`config.mk`:
```
export PLATFORM = sky130hd
export DESIGN_NAME = data_writer
export DESIGN_NICKNAME = d
export VERILOG_FILES = /design/src/rtl/data_writer.sv
export SDC_FILE = /design/constraint.sdc
export NUM_CORES = 1
export LEC_CHECK = 0
export CORE_MARGIN = 2
export CORE_UTILIZATION = 55
export DETAILED_ROUTE_END_ITERATION = 16
export HOLD_SLACK_MARGIN = 0.06
export PLACE_DENSITY_LB_ADDON = 0.05
export SLEW_MARGIN = 20
export SYNTH_ARGS = -nofsm -noshare
export SYNTH_HDL_FRONTEND = slang
export SYNTH_SLANG_ARGS = --single-unit
export TNS_END_PERCENT = 10
```
`constraint.sdc`:
```
create_clock -name clock -period 26 [get_ports clock]
set_input_delay 5.2 -clock clock [delete_from_list [all_inputs] [get_ports clock]]
set_output_delay 5.2 -clock clock [all_outputs]
set_load 0.01 [all_outputs]
```
`src/rtl/data_writer.sv`:
```
// data_writer: splits DATASIZE-bit packets into 32-bit buffer writes, then hands the buffer to the reader.
// Build option DATA_WRITER_BYTESWAP_EN: byte-reverse every written word (big-endian host words).
module data_writer #(
    parameter int DATASIZE    = 192,
    parameter int NUM_PACKETS = 1
) (
    input  logic                clock,
    input  logic                reset,
    input  logic [DATASIZE-1:0] pktIn,
    input  logic                pktValid,
    output logic                pktReady,
    input  logic                flush,
    input  logic                OutOfData,
    output logic [31:0]         addrB,
    output logic [31:0]         dataB,
    output logic                weB,
    output logic                DONE_WRITING,
    output logic [9:0]          pktCount
);

    localparam int WORDS = DATASIZE / 32;
    localparam int IW    = $clog2(WORDS + 1);

    localparam logic [IW-1:0] LASTW = IW'(WORDS);
    localparam logic [9:0]    NP    = 10'(NUM_PACKETS);

    typedef enum logic [2:0] {
        IDLE,
        WRITE,
        DONE,
        DRAIN_LO,
        DRAIN_HI
    } state_t;

    state_t              state;
    logic [DATASIZE-1:0] shiftReg;
    logic [29:0]         wordAddr;
    logic [IW-1:0]       wordIdx;
    logic                flushPend;
    logic                live;
    logic                accept;
    logic                room;
    logic                lastWord;
    logic [9:0]          nextCount;

    // Word presented on the write port, optionally byte-reversed.
    function automatic logic [31:0] word_out(input logic [31:0] w);
`ifdef DATA_WRITER_BYTESWAP_EN
        return {w[7:0], w[15:8], w[23:16], w[31:24]};
`else
        return w;
`endif
    endfunction

    // Handshake: only IDLE accepts, and only while the reader is idle and the fill has room.
    always_comb begin
        room      = (pktCount < NP);
        pktReady  = live && (state == IDLE) && OutOfData && !flushPend && room;
        accept    = pktValid && pktReady;
        lastWord  = (wordIdx == LASTW);
        nextCount = pktCount + 10'd1;
    end

    // Main FSM; write-port outputs are loaded one edge ahead so they are pure registers.
    always_ff @(posedge clock or posedge reset) begin
        if (reset) begin
            state        <= IDLE;
            shiftReg     <= '0;
            wordAddr     <= '0;
            wordIdx      <= '0;
            flushPend    <= 1'b0;
            live         <= 1'b0;
            addrB        <= '0;
            dataB        <= '0;
            weB          <= 1'b0;
            DONE_WRITING <= 1'b0;
            pktCount     <= '0;
        end else begin
            live <= 1'b1;
            unique case (state)
                IDLE: begin
                    if (accept) begin
                        weB       <= 1'b1;
                        addrB     <= {wordAddr, 2'b00};
                        dataB     <= word_out(pktIn[31:0]);
                        shiftReg  <= pktIn >> 32;
                        wordAddr  <= wordAddr + 30'd1;
                        wordIdx   <= IW'(1);
                        flushPend <= flush;
                        state     <= WRITE;
                    end else if (flush && (pktCount != 10'd0)) begin
                        DONE_WRITING <= 1'b1;
                        flushPend    <= 1'b0;
                        state        <= DONE;
                    end
                end
                WRITE: begin
                    flushPend <= flushPend | flush;
                    if (lastWord) begin
                        weB      <= 1'b0;
                        pktCount <= nextCount;
                        if (nextCount == NP || flushPend || flush) begin
                            DONE_WRITING <= 1'b1;
                            state        <= DONE;
                        end else begin
                            state <= IDLE;
                        end
                    end else begin
                        weB      <= 1'b1;
                        addrB    <= {wordAddr, 2'b00};
                        dataB    <= word_out(shiftReg[31:0]);
                        shiftReg <= shiftReg >> 32;
                        wordAddr <= wordAddr + 30'd1;
                        wordIdx  <= wordIdx + IW'(1);
                    end
                end
                DONE: begin
                    DONE_WRITING <= 1'b0;
                    flushPend    <= 1'b0;
                    state        <= DRAIN_LO;
                end
                DRAIN_LO: begin
                    if (!OutOfData) begin
                        state <= DRAIN_HI;
                    end
                end
                DRAIN_HI: begin
                    if (OutOfData) begin
                        wordAddr <= '0;
                        pktCount <= '0;
                        state    <= IDLE;
                    end
                end
                default: begin
                    state <= IDLE;
                end
            endcase
        end
    end

endmodule

```
* After elaboration in Yosys (flattened, before gate mapping)
Cells that the tools add are included.
Widths: inputs -> output; s select.
** Cells by class
- Magnitude comparators :: 1
- Muxes and demuxes :: 37
- Reduce and logical (&&, ||, !) cells :: 22
- Equal/unequal tests :: 15
- Add/sub/neg operators :: 3
- Bitwise logic cells :: 1
** Operator list (number)
- $mux 192 :: 2
- $pmux 192 s2 :: 1
- $mux 32 :: 4
- $pmux 32 s2 :: 2
- $mux 30 :: 3
- $pmux 30 s3 :: 1
- $add 30x1->30 const B :: 1
- $mux 3 :: 7
- $mux 10 :: 2
- $pmux 10 s2 :: 1
- $pmux 3 s5 :: 1
- $ne 2x2->1 const B :: 7
- $add 10x1->10 const B :: 1
- $eq 10x1->1 const B :: 1
- $lt 10x1->1 const B :: 1
- $reduce_bool 10->1 :: 1
- $mux 1 :: 8
- $reduce_and 4->1 :: 2
- $eq 3x2->1 const B :: 2
- $eq 3x3->1 const B :: 2
- $logic_and 1x1->1 :: 6
- $pmux 1 s3 :: 2
- $pmux 3 s2 :: 1
- $reduce_and 3->1 :: 2
- 14 further kinds :: 18
** Storage, ports and cells
- Word-level logic and storage cells :: 90
- Input port bits :: 197
- Output and inout port bits :: 77
- Register bits after elaboration :: 306

* Longest topological paths before layout
Gate-level depths: netlist of run 1.
- Depth after elaboration :: 8
- Gate-level depth with buffers :: 10
- Mapped depth without buffers :: 7

* Worst setup path before layout of run 1
Ideal clock, no wire load.
- Path type :: in2out
- Start :: input OutOfData
- End :: output pktReady
- Slack :: 15053 ps
- Required time :: 20800 ps
- Stages on the path :: 2
- Arrival time :: 5747 ps
- Buffers on the path :: 0
- Path through :: and4b_1 -> and4_1
** On the way
- Cells in the longest elaborated chain, start to end :: 3
** Ends and longest elaborated chain
- from (decl) :: RTL line 13 : input logic OutOfData,
- $logic_and 1x1->1 (3 in series) :: RTL line 58 : pktReady = live && (state == IDLE) && OutOfData && !flushPend && room;
- to (decl) :: RTL line 11 : output logic pktReady,
Every way passes these cells.

* Final worst setup path of run 1
Same ends and word-level chain as after synthesis.

==> results.cfg, run 1 <==
[clock_network]
cts-root-buf = clkbuf_16
postCtsSetupRepairBufs = 0
cts_buffer_depth = 3
clkSinkCount = 272
cts_tree = built
h-tree-depth = 1
clk_pin_slew_ns = 0.06
numCtsBuffers = 29
cts_resized = 0
worstSkewPairLatency_ns = 0.55
hold_buffers = 0

[synthesis]
synth-edff-count = 0
synth_compound_area_frac = 0.137
ys.flop_type = dfrtp_1
ys_seq_area_frac = 0.548
yosys.area_share.simple = 0.113
synth_mux_area_frac = 0.156
synth.cell_area_sq_mm = 0.0124
syn-mean-instance-area_sq_um = 10.6
yosys_warnings = 0
synth-async-reset-ratio = 1.00
synth_xor_area_frac = 0.00705
syn_inst = 1172
synth_top_family_by_area = multiplexers
synthAdderAreaFrac = 0.00604
synth_cell_types = 55
synth-seq-cells = 272

[power]
p_per_area_mw_per_mm2 = 108
worst_ir_drop_vdd_v = 0.0000664
p_leak_nw = 7.37

[grt]
grt_max_degree = 144
grtUsageTotal = 0.251
grt_pass1_wl_um = 48500
grt-ovfl-total = 0
grt_pass1_vias = 9245
antenna_found_initial = 3

[critical_path]
end_kind = primary output
critical_path_class = in2out
cp_data_required_time_ns = 20.80
r2r_slack_ns = 21.62
cp_max_fo = 8
crit_path_start_kind = primary input
critical_path_arrival_ns = 7.05

[timing]
fin_crit_sh = 0.471
tns_ns = 0
max-slew-margin-rel = 0.314
whs_ns = 0.476
rsz0062_at_grt = no
clock_skew_ns = 0.0162
worst_slack_ns = 13.75
finalHoldViolCount = 0
period_minus_slack_ns = 12.25
drv_slew = 0
max_clock_freq_mhz = 81.6
tightest_slew_ns = 1.03
setup_viol = 0

[worst_hold_path]
hold_class = reg2reg

[finish]
final_common_cell = dfrtp_1
drive_above_1_share = 0.0653
layout.nets = 1607
fin_cells = 1712
final_cell_mix = dfrtp_1 (272), clkdlybuf4s50_1 (271), nand2_1 (200), o21ai_0 (196), mux2i_1 (165)
syn_to_final_growth_pct = 30.2

[route]
remaining_drc_errors = 0
drt-pass1-iter-count = 7
ant_nets = 0
postRouteWirelength_um = 30500
drtIter0Drc = 549
num_vias = 9434
routedWlPerCell_um = 17.8
vias_per_cell = 5.51

[job]
cap_violations = 0

[place]
portBuffers = 271
placed_cells = 1656
dp_slack_ns = 13.77
gp_congestion = 0.861
hpwlAfterDp_um = 21000

[floorplan]
chipHeight_um = 154
core_sq_mm = 0.0224
start_util = 0.554
num_io_pins = 274
rows = 55
fp.dieW_um = 154
dieArea_sq_mm = 0.0238

[outcome]
status = finished clean
synth_stat cells, types with 2 or more instances:
| cell type | instances | area (sq um) |
|---|---|---|
| nand3_1 | 16 | 80.1 |
| clkbuf_1 | 45 | 169 |
| a211oi_1 | 4 | 30.0 |
| or4_1 | 5 | 37.5 |
| ha_1 | 6 | 75.1 |
| and4b_1 | 2 | 20.0 |
| and2_1 | 3 | 18.8 |
| nand2b_1 | 3 | 18.8 |
| nor2_2 | 2 | 12.5 |
| a2111oi_0 | 4 | 35.0 |
| nor4_4 | 2 | 42.5 |
| a221oi_1 | 2 | 17.5 |
| and3_1 | 5 | 31.3 |
| inv_1 | 12 | 45.0 |
| nand3b_1 | 2 | 15.0 |
| nand4_1 | 10 | 62.6 |
| conb_1 | 2 | 7.51 |
| and4_1 | 5 | 43.8 |
| buf_2 | 33 | 165 |
| mux2i_1 | 165 | 1650 |
| a31o_2 | 5 | 43.8 |
| dfrtp_1 | 272 | 6810 |
| nor3_1 | 8 | 40.0 |
| nor2_1 | 26 | 97.6 |
| or3_1 | 10 | 62.6 |
| a22o_1 | 33 | 289 |
| o31ai_1 | 6 | 45.0 |
| a21oi_1 | 25 | 125 |
| a31oi_1 | 5 | 31.3 |
| nand2_1 | 200 | 751 |
| buf_4 | 3 | 22.5 |
| xnor2_1 | 9 | 78.8 |
| mux2_2 | 25 | 282 |
| o21ai_0 | 196 | 981 |
where the power goes:
group          internal [mW]  switching (mW)  leakage (nW)
logic                  0.308           0.372          3.40
registers              0.567           0.107          3.53
clock network          0.227           0.164         0.436
total                   1.10           0.643          7.37
registers in the layout, indices dropped and copies added (netlist names):
name / cells
wordAddr: 30
live: 1
wordIdx: 3
shiftReg: 160
DONE_WRITING: 1
dataB: 32
pktCount: 10
state: 3
weB: 1
addrB: 30
flushPend: 1
through the flow:
| step | instance area (sq um) | power [mW] | util |
|---|---|---|---|
| final | 16200 | 1.74 | 0.722 |
| after detailed placement | 15200 | 1.35 | 0.679 |
| after CTS | 16100 | 1.75 | 0.719 |
| after global routing | 16200 | 1.87 | 0.721 |
| after floorplan | 12400 | 1.15 | - |
| after global placement | 15200 | 1.33 | 0.679 |
path summary, 6_finish.rpt:
check,cells after the start,to,startpoint
hold / removal,2,shiftReg[114]$_DFFE_PP0P_,shiftReg[114]$_DFFE_PP0P_
hold reg to reg,2,shiftReg[114]$_DFFE_PP0P_,shiftReg[114]$_DFFE_PP0P_
max in group asynchronous,4,shiftReg[152]$_DFFE_PP0P_,reset
min in group asynchronous,2,dataB[20]$_DFFE_PP0P_,reset
setup reg to reg,7,shiftReg[76]$_DFFE_PP0P_,state[2]$_DFFE_PP0P_
setup / recovery,4,pktReady,OutOfData
metal layers:
layer | global-route usage | vias up | part of all wire
li1 | - | 4633 | -
met1 | 0.373 | 4483 | 0.47
met2 | 0.373 | 271 | 0.43
met3 | 0.0642 | 45 | 0.074
met4 | 0.0631 | 2 | 0.021
met5 | 0 | - | 0.00036
cell families after synthesis:
| family | count (synthesis) |
|---|---|
| muxes | 190 |
| DFF | 272 |
| other | 2 |
| adders and majority gates | 6 |
| xor gates and xnor gates | 10 |
| buffers and inverters | 95 |
| and+or+nand+nor | 306 |
| AOI/OAI and AO/OA | 291 |
cell type report:
type / instances / area, sq um
antenna: 2 / 5.00
clock buffer: 46 / 830
clock inverter: 6 / 62.6
fill: 1703 / 6250
inverter: 12 / 52.6
multi-input combinational: 806 / 5230
sequential: 272 / 6810
tap: 285 / 357
timing repair buffer: 283 / 2850
worst max-delay path: stages:
cell             delay [ns]
clkdlybuf4s50_1        0.61
and4b_1                0.34
and4_1                 0.33
clkdlybuf4s50_1        0.57
No activity file was read; power rests on OpenSTA's default activity.
==> inputs of run 2 (changes only) <==
--- a/config.mk
+++ b/config.mk
@@ -6,7 +6,7 @@
 export NUM_CORES = 1
 export LEC_CHECK = 0
 export CORE_MARGIN = 2
-export CORE_UTILIZATION = 55
+export CORE_UTILIZATION = 46
 export DETAILED_ROUTE_END_ITERATION = 16
 export HOLD_SLACK_MARGIN = 0.06
 export PLACE_DENSITY_LB_ADDON = 0.05
==> constraint.sdc (replaced) <==
create_clock -name clock -period 10.7 [get_ports clock]
set_input_delay 2.14 -clock clock [delete_from_list [all_inputs] [get_ports clock]]
set_output_delay 2.14 -clock clock [all_outputs]
set_load 0.01 [all_outputs]
==> results.cfg, run 2 (synthesis gave the netlist of run 1 again) <==
[critical_path]
cp-endpoint = pktReady
cp_max_fo = 8
r2r_slack_ns = 6.95
critical_path_arrival_ns = 3.99
worstReg2RegEnd = shiftReg[73]$_DFFE_PP0P_
crit_path_start_kind = primary input
rr_worst_depth = 6
cp_data_required_time_ns = 8.56
crit_path_start = OutOfData
critical_path_class = in2out
r2r-start = state[2]$_DFFE_PP0P_
end_kind = primary output

[floorplan]
num_io_pins = 274
rows = 60
core_sq_mm = 0.0267
dieArea_sq_mm = 0.0284
chipHeight_um = 168
fp.dieW_um = 168
start_util = 0.465

[clock_network]
h-tree-depth = 1
cts-root-buf = clkbuf_16
clkSinkCount = 272
cts_tree = built
clk_pin_slew_ns = 0.06
cts_buffer_depth = 3
postCtsSetupRepairBufs = 0
worstSkewPairLatency_ns = 0.55
hold_buffers = 0
cts_resized = 0
numCtsBuffers = 30

[timing]
tightest_slew_ns = 1.06
whs_ns = 0.474
setup_viol = 0
clock_skew_ns = 0.0173
worst_slack_ns = 4.57
tns_ns = 0
finalHoldViolCount = 0
max_clock_freq_mhz = 163
fin_crit_sh = 0.573
max-slew-margin-rel = 0.292
period_minus_slack_ns = 6.13
drv_slew = 0
rsz0062_at_grt = no

[power]
p_per_area_mw_per_mm2 = 264
total_power_mw = 4.31
p_leak_nw = 7.41
worst_ir_drop_vdd_v = 0.000223

[place]
hpwlAfterDp_um = 21200
dp_slack_ns = 4.62
gp_congestion = 0.840
portBuffers = 271

[finish]
final_common_cell = dfrtp_1
fillers = 2297
drive_above_1_share = 0.0716
largest_reg_flops = 160
largestRegisters = shiftReg x160, dataB x32
top_register = shiftReg
layout.nets = 1605
final_cell_mix = dfrtp_1 (272), clkdlybuf4s50_1 (271), nand2_1 (200), o21ai_0 (196), mux2i_1 (165)
syn_to_final_growth_pct = 31.2
antenna_cells = 0

[grt]
grt_pass1_wl_um = 49900
grtUsageTotal = 0.219
antenna_found_initial = 1
grt_pass1_vias = 8982
grt-ovfl-total = 0
grt_max_degree = 257

[route]
drt-pass1-iter-count = 5
vias_per_cell = 5.17
remaining_drc_errors = 0
drtIter0Drc = 737
postRouteWirelength_um = 31200
ant_nets = 0
routedWlPerCell_um = 17.7
num_vias = 9127

[job]
cap_violations = 0

[worst_hold_path]
hp-start = shiftReg[122]$_DFFE_PP0P_
hold_class = reg2reg

[outcome]
status = finished clean
[run 2: changes by cell type in the layout (fill, tap and decap cells not counted), sizes merged]
cell / before / now
buf: 12 / 9
bufinv: 1 / 2
diode: 2 / 0
clkbuf: 46 / 41
clkinv: 4 / 11
[run 2: layout make-up]
class	count	area [sq um]	share of cell area
clock buffer	41	873	0.0536
clock inverter	14	124	0.00760
inverter	12	52.6	0.00322
multi-input combinational	806	5230	0.321
sequential	272	6810	0.417
tap	341	427	0.0262
timing repair buffer	280	2800	0.171
[run 2: how the worst min path moves through the flow]
stage | end | cells past startpoint
global placement | dataB[27]$_DFFE_PP0P_ | 2
finish | shiftReg[122]$_DFFE_PP0P_ | 2
CTS | shiftReg[120]$_DFFE_PP0P_ | 2
global route | dataB[31]$_DFFE_PP0P_ | 2
floorplan | shiftReg[100]$_DFFE_PP0P_ | 2
detailed placement | shiftReg[122]$_DFFE_PP0P_ | 2
[run 2: layer usage]
| metal | share of wire | track usage |
|---|---|---|
| met5 | 0.00042 | 0 |
| met4 | 0.014 | 0.0431 |
| met3 | 0.073 | 0.0595 |
| met2 | 0.41 | 0.311 |
| met1 | 0.50 | 0.338 |
[run 2: power by group]
| group | switching, mW | internal [mW] |
|---|---|---|
| registers | 0.254 | 1.38 |
| logic | 0.909 | 0.739 |
| clock network | 0.416 | 0.616 |
[run 2: metrics by stage]
| stage | util | cells | cell area, sq um |
|---|---|---|---|
| global route | 0.610 | 1766 | 16300 |
| floorplan | - | 1173 | 12400 |
| detailed placement | 0.573 | 1711 | 15300 |
| CTS | 0.610 | 1766 | 16300 |
| global placement | 0.573 | 1711 | 15300 |
| finish | 0.610 | 1766 | 16300 |
[run 2: worst max-delay path, cell delays in order]
cell,delay (ns)
clkdlybuf4s50_1,0.61
and4b_1,0.34
and4_1,0.32
clkdlybuf4s50_1,0.57
